--- src/rtl/umbral_control_if.sv ---
// umbral_control_if: button levels, parallel load and threshold/status outputs of umbral_control.
// master drives the buttons and load; slave is the threshold generator.
interface umbral_control_if;
  logic        i_up;
  logic        i_down;
  logic        i_load;
  logic [11:0] i_load_val;
  logic [11:0] o_umbral;
  logic        o_step;
  logic        o_at_max;
  logic        o_at_min;

  modport master (
    output i_up, i_down, i_load, i_load_val,
    input  o_umbral, o_step, o_at_max, o_at_min
  );

  modport slave (
    input  i_up, i_down, i_load, i_load_val,
    output o_umbral, o_step, o_at_max, o_at_min
  );
endinterface

--- src/rtl/umbral_control.sv ---
// umbral_control: debounced up/down buttons with auto-repeat drive a 12-bit threshold word.
// Saturating by default; define UMBRAL_WRAP_EN for modulo-4096 stepping.
module umbral_control #(
  parameter int unsigned DEBOUNCE_CYCLES = 16,
  parameter int unsigned REPEAT_DELAY    = 64,
  parameter int unsigned REPEAT_RATE     = 8,
  parameter int unsigned STEP            = 16,
  parameter int unsigned INIT            = 2048
) (
  input  logic             clock,
  input  logic             reset,
  umbral_control_if.slave  bus
);
  typedef enum logic [1:0] {StIdle, StHold, StRepeat} state_e;

  localparam logic [19:0] DebLast   = 20'(DEBOUNCE_CYCLES - 1);
  localparam logic [19:0] DelayLast = 20'(REPEAT_DELAY - 1);
  localparam logic [19:0] RateLast  = 20'(REPEAT_RATE - 1);
  localparam logic [12:0] Step13    = 13'(STEP);
  localparam logic [11:0] Init12    = 12'(INIT);
  localparam logic [11:0] Max12     = 12'hfff;

  // Bit 0 is the up button, bit 1 the down button.
  logic [1:0]  raw, sync1_q, sync2_q;
  logic [1:0]  deb_q, deb_d, deb_prev_q, rise, fall;
  logic [1:0]  req_d, req_q;
  logic        both;
  logic [19:0] cnt_q [2];
  logic [19:0] cnt_d [2];
  logic [19:0] timer_q [2];
  logic [19:0] timer_d [2];
  state_e      state_q [2];
  state_e      state_d [2];

  logic [11:0] umbral_q, umbral_d;
  logic        step_q, step_d, at_max_q, at_min_q;
  logic [12:0] sum, diff;

  assign raw  = {bus.i_down, bus.i_up};
  assign both = &deb_q;
  assign rise = deb_q & ~deb_prev_q;
  assign fall = ~deb_q & deb_prev_q;

  always_comb begin
    deb_d = deb_q;
    cnt_d = '{default: '0};
    for (int b = 0; b < 2; b++) begin
      if (sync2_q[b] != deb_q[b]) begin
        if (cnt_q[b] == DebLast) begin
          deb_d[b] = ~deb_q[b];
        end else begin
          cnt_d[b] = cnt_q[b] + 20'd1;
        end
      end
    end
  end

  always_comb begin
    state_d = state_q;
    timer_d = timer_q;
    req_d   = '0;
    for (int b = 0; b < 2; b++) begin
      if (fall[b]) begin
        state_d[b] = StIdle;
        timer_d[b] = '0;
      end else if (both) begin
        // Both held: park at the start of HOLD so the survivor restarts its delay silently.
        if (state_q[b] != StIdle || rise[b]) state_d[b] = StHold;
        timer_d[b] = '0;
      end else begin
        unique case (state_q[b])
          StIdle: begin
            if (rise[b]) begin
              state_d[b] = StHold;
              timer_d[b] = '0;
              req_d[b]   = 1'b1;
            end
          end
          StHold: begin
            if (timer_q[b] == DelayLast) begin
              state_d[b] = StRepeat;
              timer_d[b] = '0;
              req_d[b]   = 1'b1;
            end else begin
              timer_d[b] = timer_q[b] + 20'd1;
            end
          end
          StRepeat: begin
            if (timer_q[b] == RateLast) begin
              timer_d[b] = '0;
              req_d[b]   = 1'b1;
            end else begin
              timer_d[b] = timer_q[b] + 20'd1;
            end
          end
          default: state_d[b] = StIdle;
        endcase
      end
    end
  end

  always_comb begin
    sum      = {1'b0, umbral_q} + Step13;
    diff     = {1'b0, umbral_q} - Step13;
    umbral_d = umbral_q;
    step_d   = 1'b0;
    if (bus.i_load) begin
      umbral_d = bus.i_load_val;
    end else if (req_q[0]) begin
`ifdef UMBRAL_WRAP_EN
      umbral_d = sum[11:0];
      step_d   = 1'b1;
`else
      umbral_d = sum[12] ? Max12 : sum[11:0];
      step_d   = (umbral_q != Max12);
`endif
    end else if (req_q[1]) begin
`ifdef UMBRAL_WRAP_EN
      umbral_d = diff[11:0];
      step_d   = 1'b1;
`else
      // diff[12] is the borrow: the subtraction went below zero.
      umbral_d = diff[12] ? 12'd0 : diff[11:0];
      step_d   = (umbral_q != 12'd0);
`endif
    end
  end

  always_ff @(posedge clock) begin
    if (reset) begin
      sync1_q    <= '0;
      sync2_q    <= '0;
      deb_q      <= '0;
      deb_prev_q <= '0;
      cnt_q      <= '{default: '0};
      timer_q    <= '{default: '0};
      state_q    <= '{default: StIdle};
      req_q      <= '0;
      umbral_q   <= Init12;
      step_q     <= 1'b0;
      at_max_q   <= (Init12 == Max12);
      at_min_q   <= (Init12 == 12'd0);
    end else begin
      sync1_q    <= raw;
      sync2_q    <= sync1_q;
      deb_q      <= deb_d;
      deb_prev_q <= deb_q;
      cnt_q      <= cnt_d;
      timer_q    <= timer_d;
      state_q    <= state_d;
      req_q      <= req_d;
      umbral_q   <= umbral_d;
      step_q     <= step_d;
      at_max_q   <= (umbral_d == Max12);
      at_min_q   <= (umbral_d == 12'd0);
    end
  end

  assign bus.o_umbral = umbral_q;
  assign bus.o_step   = step_q;
  assign bus.o_at_max = at_max_q;
  assign bus.o_at_min = at_min_q;
endmodule

--- src/flat_wrapper.sv ---
// flat-port wrapper written by rule: the top's interface ports become plain ports
module umbral_control_flat 
#(
  parameter int unsigned DEBOUNCE_CYCLES = 16,
  parameter int unsigned REPEAT_DELAY    = 64,
  parameter int unsigned REPEAT_RATE     = 8,
  parameter int unsigned STEP            = 16,
  parameter int unsigned INIT            = 2048
)
  (clock, reset, bus_i_up, bus_i_down, bus_i_load, bus_i_load_val, bus_o_umbral, bus_o_step, bus_o_at_max, bus_o_at_min);
  umbral_control_if bus_i ();
  input  logic clock;
  input  logic reset;
  input wire logic [$bits(bus_i.i_up)-1:0] bus_i_up;
  input wire logic [$bits(bus_i.i_down)-1:0] bus_i_down;
  input wire logic [$bits(bus_i.i_load)-1:0] bus_i_load;
  input wire logic [$bits(bus_i.i_load_val)-1:0] bus_i_load_val;
  output wire logic [$bits(bus_i.o_umbral)-1:0] bus_o_umbral;
  output wire logic [$bits(bus_i.o_step)-1:0] bus_o_step;
  output wire logic [$bits(bus_i.o_at_max)-1:0] bus_o_at_max;
  output wire logic [$bits(bus_i.o_at_min)-1:0] bus_o_at_min;
  assign bus_i.i_up = bus_i_up;
  assign bus_i.i_down = bus_i_down;
  assign bus_i.i_load = bus_i_load;
  assign bus_i.i_load_val = bus_i_load_val;
  assign bus_o_umbral = bus_i.o_umbral;
  assign bus_o_step = bus_i.o_step;
  assign bus_o_at_max = bus_i.o_at_max;
  assign bus_o_at_min = bus_i.o_at_min;
  umbral_control #(.DEBOUNCE_CYCLES(DEBOUNCE_CYCLES), .REPEAT_DELAY(REPEAT_DELAY), .REPEAT_RATE(REPEAT_RATE), .STEP(STEP), .INIT(INIT)) u_core (.clock(clock), .reset(reset), .bus(bus_i));
endmodule
--- config.mk ---
export PLATFORM = sky130hd
export DESIGN_NAME = umbral_control_flat
export DESIGN_NICKNAME = d
export VERILOG_FILES = /design/src/rtl/umbral_control_if.sv /design/src/rtl/umbral_control.sv /design/src/flat_wrapper.sv
export SDC_FILE = /design/constraint.sdc
export NUM_CORES = 1
export LEC_CHECK = 0
export CAP_MARGIN = 10
export CORE_AREA = 2 2 108 110
export CTS_CLUSTER_DIAMETER = 150
export DETAILED_ROUTE_END_ITERATION = 8
export DIE_AREA = 0 0 110 112
export PLACE_DENSITY = 0.65
export SETUP_SLACK_MARGIN = 0.02
export SLEW_MARGIN = 40
export SYNTH_ARGS = -nofsm -noshare
export SYNTH_HDL_FRONTEND = slang
export SYNTH_SLANG_ARGS = --single-unit
--- constraint.sdc ---
create_clock -name clock -period 2.5 [get_ports clock]
set_input_delay 0.5 -clock clock [delete_from_list [all_inputs] [get_ports clock]]
set_output_delay 0.5 -clock clock [all_outputs]
set_load 0.03 [all_outputs]
==> run metrics, run 1 <==
DRT antenna net count 0; Syn Area/Cell 8.56 um^2; routed len/inst 14.0 um; Area contributors post-synth dfxtp_1 40%, xor2_1 8.4%, nor2_1 7.8%; Hold Fails Final Rpt 0; worst vdd ir 0.000477 V; Cell Chain, Critical Path inv_1 > ha_1 > nor4bb_1 > buf_4 > nand3_1 > o211ai_1 > and4_2 > o2111ai_1 > nor4b_4; Slowest cell on crit path dfxtp_1; r2r startpoint u_core.bus.o_umbral[5]; switching power total 0.914 mW; max-capacitance violation count 0; Cells after Synth 634; CP Launch Type register; largest net degree at the start of global routing 21; Cell Area, Synth 5430 um^2; switching share of power 25.8%; status finished clean; HP Start u_core.cnt_q[20]; Area Growth Syn to Fin 14.2%; Post-Synth Simple-Gate Area 29.9%; H-tree Lvls 3; initial antenna violation count 0; Clock Tree Buf Depth 2; total gr overflow 0; IO Count 32; data required time at the worst endpoint 2770 ps; logic gate share of total power 11.8%; worst path arrival time 2570 ps; die height 112 um; Worst setup EP type register; worst hold-check path type reg -> reg; FF-to-FF setup slack 200 ps; internal power 2.63 mW; Clk Tree Root Cell clkbuf_16; fin crit share 92.0%; Achievable Freq 435 MHz; combinational family with the most area after synthesis simple AND/OR/NAND/NOR gates; Initial Utilization 48.6%; via count 4542; IO Port Bufs 31; fill cell count 1005; cts bufs inserted 9; FFs w/ async S/R, synth 0%; vias in the first global route 4272; top post-synthesis cells by count 113 x nor2_1, 109 x dfxtp_1, 52 x xor2_1; Synth Net Count 667; Rel. slew slack 53.6%; RSZ-0062 raised after global routing no; worst stage delay on the critical path 390 ps; Clock Latency Late Sink 350 ps; critical path type reg -> reg; Worst-path clk slew 70 ps; standard-cell rows 39; GP Congestion 0.905; CTS Sinks 109; final setup vio count 0; via/cell ratio 5.56; HPWL Detailed 8280 um; Multi-input gate area 3030 um^2; routed wire length 11400 um; synth unique cells 69; Clock power frac 36.8%; Synth Area in Compound Gates 9.75%; Slew @ Worst Pin 679 ps; Clock Skews 7.56 ps; core footprint 11200 um^2; register area share after synthesis 40.2%; CTS tree done; Adder-Cell Fraction of Synth Area 3.69%; most common cell in the netlist nor2_1; Pleak 2.24 nW; leading area contributor after synthesis dfxtp_1; Hold Path Stages 1; post-synthesis mux area share 0.945%; Hold WS 447 ps; Seq. cell area 2180 um^2; width of the die 110 um; sequential share of power 51.4%; Post-CTS Setup Bufs 0; Post-synth EDFFs 0; hold bufs inserted after CTS 0; XOR/XNOR share of the synthesized area 11.6%; Cell Pwr Density 571 nW/um^2; Pre-Repair DR Iteration Count 5; ant diodes 0; gr usage total 19.1%; final slew viol count 0; layout cells sized above 1 7.57%; CP startpoint u_core.bus.o_umbral[5]; Seq cells post-synth 109; post-route DRC violation count 0; Final min period 2300 ps; detailed router's first-iteration violation count 380; first-pass GRT wire length 19100 um; die area 12300 um^2; Setup TNS 0 ps; top-area cell type share of the netlist area 40.2%; R2R depth 9; most used flip-flop cell after synthesis dfxtp_1; Total Nets Final 702; synth warn 0; post-CTS sizing 0; critical-path maximum fanout 8
==> cells by family after synthesis <==
kind of cell	count (synthesis)
DFF	109
and+or+nand+nor	313
adders and majority gates	16
buffers and inverters	48
xor gates and xnor gates	72
AOI/OAI and AO/OA	71
muxes	5
==> state kept, by name, summed over array words and instances, names as in the netlist <==
signal / flops
u_core.timer_q: 40
u_core.sync1_q: 2
u_core.bus.o_at_min: 1
u_core.bus.o_umbral: 12
u_core.deb_prev_q: 2
u_core.deb_q: 2
u_core.bus.o_at_max: 1
u_core.bus.o_step: 1
u_core.sync2_q: 2
u_core.state_q: 4
u_core.cnt_q: 40
u_core.req_q: 2
==> placed cells by master (no fill, tap or decap), types with 4 or more instances in the layout <==
master | synthesis | final
mux2i_1 | 4 | 4
nor3_1 | 12 | 12
and4_1 | 9 | 9
nand4_1 | 23 | 23
ha_1 | 16 | 16
inv_1 | 20 | 20
xor2_1 | 52 | 52
and2_1 | 6 | 6
nor2b_1 | 6 | 6
or3_1 | 4 | 4
o21ai_0 | 11 | 10
nor2_1 | 113 | 113
clkdlybuf4s50_1 | 0 | 31
dfxtp_1 | 109 | 109
xnor2_1 | 20 | 20
nor4_1 | 21 | 21
nand2_1 | 38 | 38
o221ai_1 | 4 | 4
clkbuf_16 | 0 | 9
nand2b_1 | 8 | 8
nand3_1 | 39 | 39
a21oi_1 | 13 | 13
buf_4 | 3 | 20
and3_1 | 15 | 15
==> critical path: cells and delay by family, from the launching register on <==
| family | cells | cell delay [ps] |
|---|---|---|
| adders and majority gates | 1 | 210 |
| DFF | 1 | 390 |
| and+or+nand+nor | 4 | 960 |
| buffers and inverters | 2 | 290 |
| AOI/OAI and AO/OA | 2 | 360 |
==> final timing paths <==
check | endpoint
worst max register to register | u_core.bus.o_at_min
worst max-delay path | u_core.bus.o_at_min
worst min-delay path | u_core.cnt_q[20]
worst min register to register | u_core.cnt_q[20]
==> per-layer routing <==
| layer | up-vias | wire length [um] | track usage (%) |
|---|---|---|---|
| met1 | 2098 | 5190 | 23.7 |
| met5 | - | 0 | 0 |
| met3 | 27 | 632 | 4.45 |
| li1 | 2301 | - | - |
| met2 | 116 | 5340 | 31.6 |
| met4 | 0 | 286 | 7.85 |
==> layout make-up <==
class | instances | area share (%)
well taps | 143 | 2.88
clock buffers | 10 | 3.69
multi-input cells | 477 | 48.9
flip-flops and latches | 109 | 35.2
inverters | 21 | 1.27
repair buffers | 51 | 7.42
clock inverters | 6 | 0.646
==> stage by stage <==
step                cells  area, um^2  total power [mW]  worst slack [ps]  util [%]
floorplan             634        5430              2.13               181         -
detailed placement    801        5930              2.27              21.1      53.1
global route          817        6200              3.70              20.5      55.5
CTS                   817        6200              3.59               211      55.5
finish                817        6200              3.54               200      55.5
global placement      801        5930              2.26              77.2      53.1
==> power groups by stage <==
stage	registers [mW]	logic [mW]	clock network, mW
2_1_floorplan	1.86	0.261	0
3_3_place_gp	1.86	0.407	0
3_5_place_dp	1.86	0.414	0
4_1_cts	1.82	0.419	1.35
5_1_grt	1.82	0.460	1.42
6_report	1.82	0.418	1.30
Power figures use the tool's default switching activity.
==> run 2: changes to the inputs <==
--- a/config.mk
+++ b/config.mk
@@ -6,11 +6,11 @@
 export NUM_CORES = 1
 export LEC_CHECK = 0
 export CAP_MARGIN = 10
-export CORE_AREA = 2 2 108 110
+export CORE_AREA = 2 2 138 86
 export CTS_CLUSTER_DIAMETER = 150
 export DETAILED_ROUTE_END_ITERATION = 8
-export DIE_AREA = 0 0 110 112
-export PLACE_DENSITY = 0.65
+export DIE_AREA = 0 0 140 88
+export PLACE_DENSITY = 0.66
 export SETUP_SLACK_MARGIN = 0.02
 export SLEW_MARGIN = 40
 export SYNTH_ARGS = -nofsm -noshare
==> run metrics, run 2 (same netlist as run 1, synthesis figures left out) <==
status finished, violations left (was finished clean); failing checks DRC; internal power 2.69 mW (was 2.63 mW); width of the die 140 um (was 110 um); Clock Tree Buf Depth 2 (unchanged); Rel. slew slack 54.5% (was 53.6%); CTS tree done (unchanged); logic gate share of total power 12.7% (was 11.8%); via/cell ratio 5.68 (was 5.56); ant diodes 0 (unchanged); GP Congestion 0.963 (was 0.905); placed cell areas 6040 um^2 (was 5930 um^2); Hold Fails Final Rpt 0 (unchanged); gr usage total 21.1% (was 19.1%); post-route DRC violation count 4 (was 0); Worst-path clk slew 80 ps (was 70 ps); RSZ-0062 raised after global routing no (unchanged); Total Nets Final 715 (was 702); CP Launch Type register (unchanged); switching share of power 27.2% (was 25.8%); die height 88 um (was 112 um); routed wire length 12400 um (was 11400 um); switching power total 1.01 mW (was 0.914 mW); final slew viol count 0 (unchanged); Pleak 2.33 nW (was 2.24 nW); Initial Utilization 49.0% (was 48.6%); IO Count 32 (unchanged); Pre-Repair DR Iteration Count 7 (was 5); worst hold-check path type reg -> reg (unchanged); detailed router's first-iteration violation count 356 (was 380); worst vdd ir 0.000389 V (was 0.000477 V); Cell Pwr Density 580 nW/um^2 (was 571 nW/um^2); worst path arrival time 2610 ps (was 2570 ps); critical-path maximum fanout 7 (was 8); max-capacitance violation count 0 (unchanged); most frequent cells in the layout 113 x nor2_1, 109 x dfxtp_1, 52 x xor2_1 (unchanged); routed len/inst 14.9 um (was 14.0 um); worst stage delay on the critical path 570 ps (was 390 ps); core footprint 11100 um^2 (was 11200 um^2); cell area after layout 6370 um^2 (was 6200 um^2); Clock power frac 38.4% (was 36.8%); sequential share of power 48.9% (was 51.4%); fin crit share 93.3% (was 92.0%); Clock Skews 9.46 ps (was 7.56 ps); Slowest cell on crit path a221oi_1 (was dfxtp_1); IO Port Bufs 31 (unchanged); via count 4716 (was 4542); H-tree Lvls 3 (unchanged); Clk Tree Root Cell clkbuf_16 (unchanged); Cell Chain, Critical Path buf_4 > ha_1 > nand4_1 > o31ai_1 > a221oi_1 > o2111ai_1 > nor4b_4 (was inv_1 > ha_1 > nor4bb_1 > buf_4 > nand3_1 > o211ai_1 > and4_2 > o2111ai_1 > nor4b_4); Achievable Freq 429 MHz (was 435 MHz); DRT antenna net count 0 (unchanged); Setup TNS 0 ps (unchanged); CTS Sinks 109 (unchanged); final setup vio count 0 (unchanged); vias in the first global route 4318 (was 4272); Clock Latency Late Sink 360 ps (was 350 ps); Slew @ Worst Pin 682 ps (was 679 ps); HPWL Detailed 9210 um (was 8280 um); data required time at the worst endpoint 2770 ps (about the same); initial antenna violation count 0 (unchanged); Worst setup EP type register (unchanged); first-pass GRT wire length 20900 um (was 19100 um); most common cell after layout, fill and taps aside nor2_1 (unchanged); Final min period 2330 ps (was 2300 ps); largest net degree at the start of global routing 24 (was 21); standard-cell rows 30 (was 39); cts bufs inserted 9 (unchanged); total gr overflow 0 (unchanged); layout cells sized above 1 9.90% (was 7.57%); critical path type reg -> reg (unchanged); die area 12300 um^2 (unchanged); Area Growth Syn to Fin 17.3% (was 14.2%)
run 2: final timing paths:
check             slack, ps  cells past startpoint             endpoint                   start
hold reg to reg         450                      1    u_core.sync2_q[1]       u_core.sync1_q[1]
setup reg to reg        170                      7  u_core.bus.o_at_min  u_core.bus.o_umbral[4]
setup / recovery        170                      7  u_core.bus.o_at_min  u_core.bus.o_umbral[4]
hold / removal          450                      1    u_core.sync2_q[1]       u_core.sync1_q[1]
run 2: area by class of cell:
type                            count  area (um^2)
Clock inverter                      7         72.6
Tap cell                          144          180
Timing Repair Buffer               64          571
Sequential cell                   109         2180
Multi-Input combinational cell    477         3060
Fill cell                         980         4710
Inverter                           21         78.8
Clock buffer                        9          225
run 2: per-stage QoR:
step,total power [mW],utilization [%],worst slack (ps),hold WS [ps],instances
final,3.69,57.5,168,455,831
after global routing,3.85,57.5,45.1,482,831
after CTS,3.73,57.2,174,461,830
after floorplan,2.13,-,181,414,634
after global placement,2.29,54.5,85.2,429,814
after detailed placement,2.30,54.5,59.1,439,814
run 2: timing repair:
| item | in CTS | in global routing |
|---|---|---|
| gates resized for setup | 0 | 5 |
| hold buffers | 0 | 0 |
| endpoints found under the setup margin | 0 | 22 |
| buffers inserted | 0 | 1 |
run 2: worst max-delay path, delay by kind of cell, from the launching register on:
kind / cells / cell delay (ps)
AO/OA/AOI/OAI: 3 / 1010
AND/OR/NAND/NOR: 2 / 570
flip-flops: 1 / 320
adder cells (fa/ha/maj): 1 / 220
buffers and inverters: 1 / 150
run 2: power groups by stage:
stage                     clock [mW]  combinational [mW]  sequential, mW
after floorplan                    0               0.261            1.86
after global placement             0               0.444            1.84
after detailed placement           0               0.458            1.85
after CTS                       1.46               0.461            1.80
after global routing            1.53               0.513            1.81
final                           1.42               0.471            1.81
run 2: per-layer routing:
layer  part of all wire (%)  vias up  track usage (%)
met5                      0        -                0
met4                   0.94        0             6.34
met3                    6.8       10             4.76
met2                     42      155             30.9
met1                     50     2223             31.0
li1                       -     2328                -
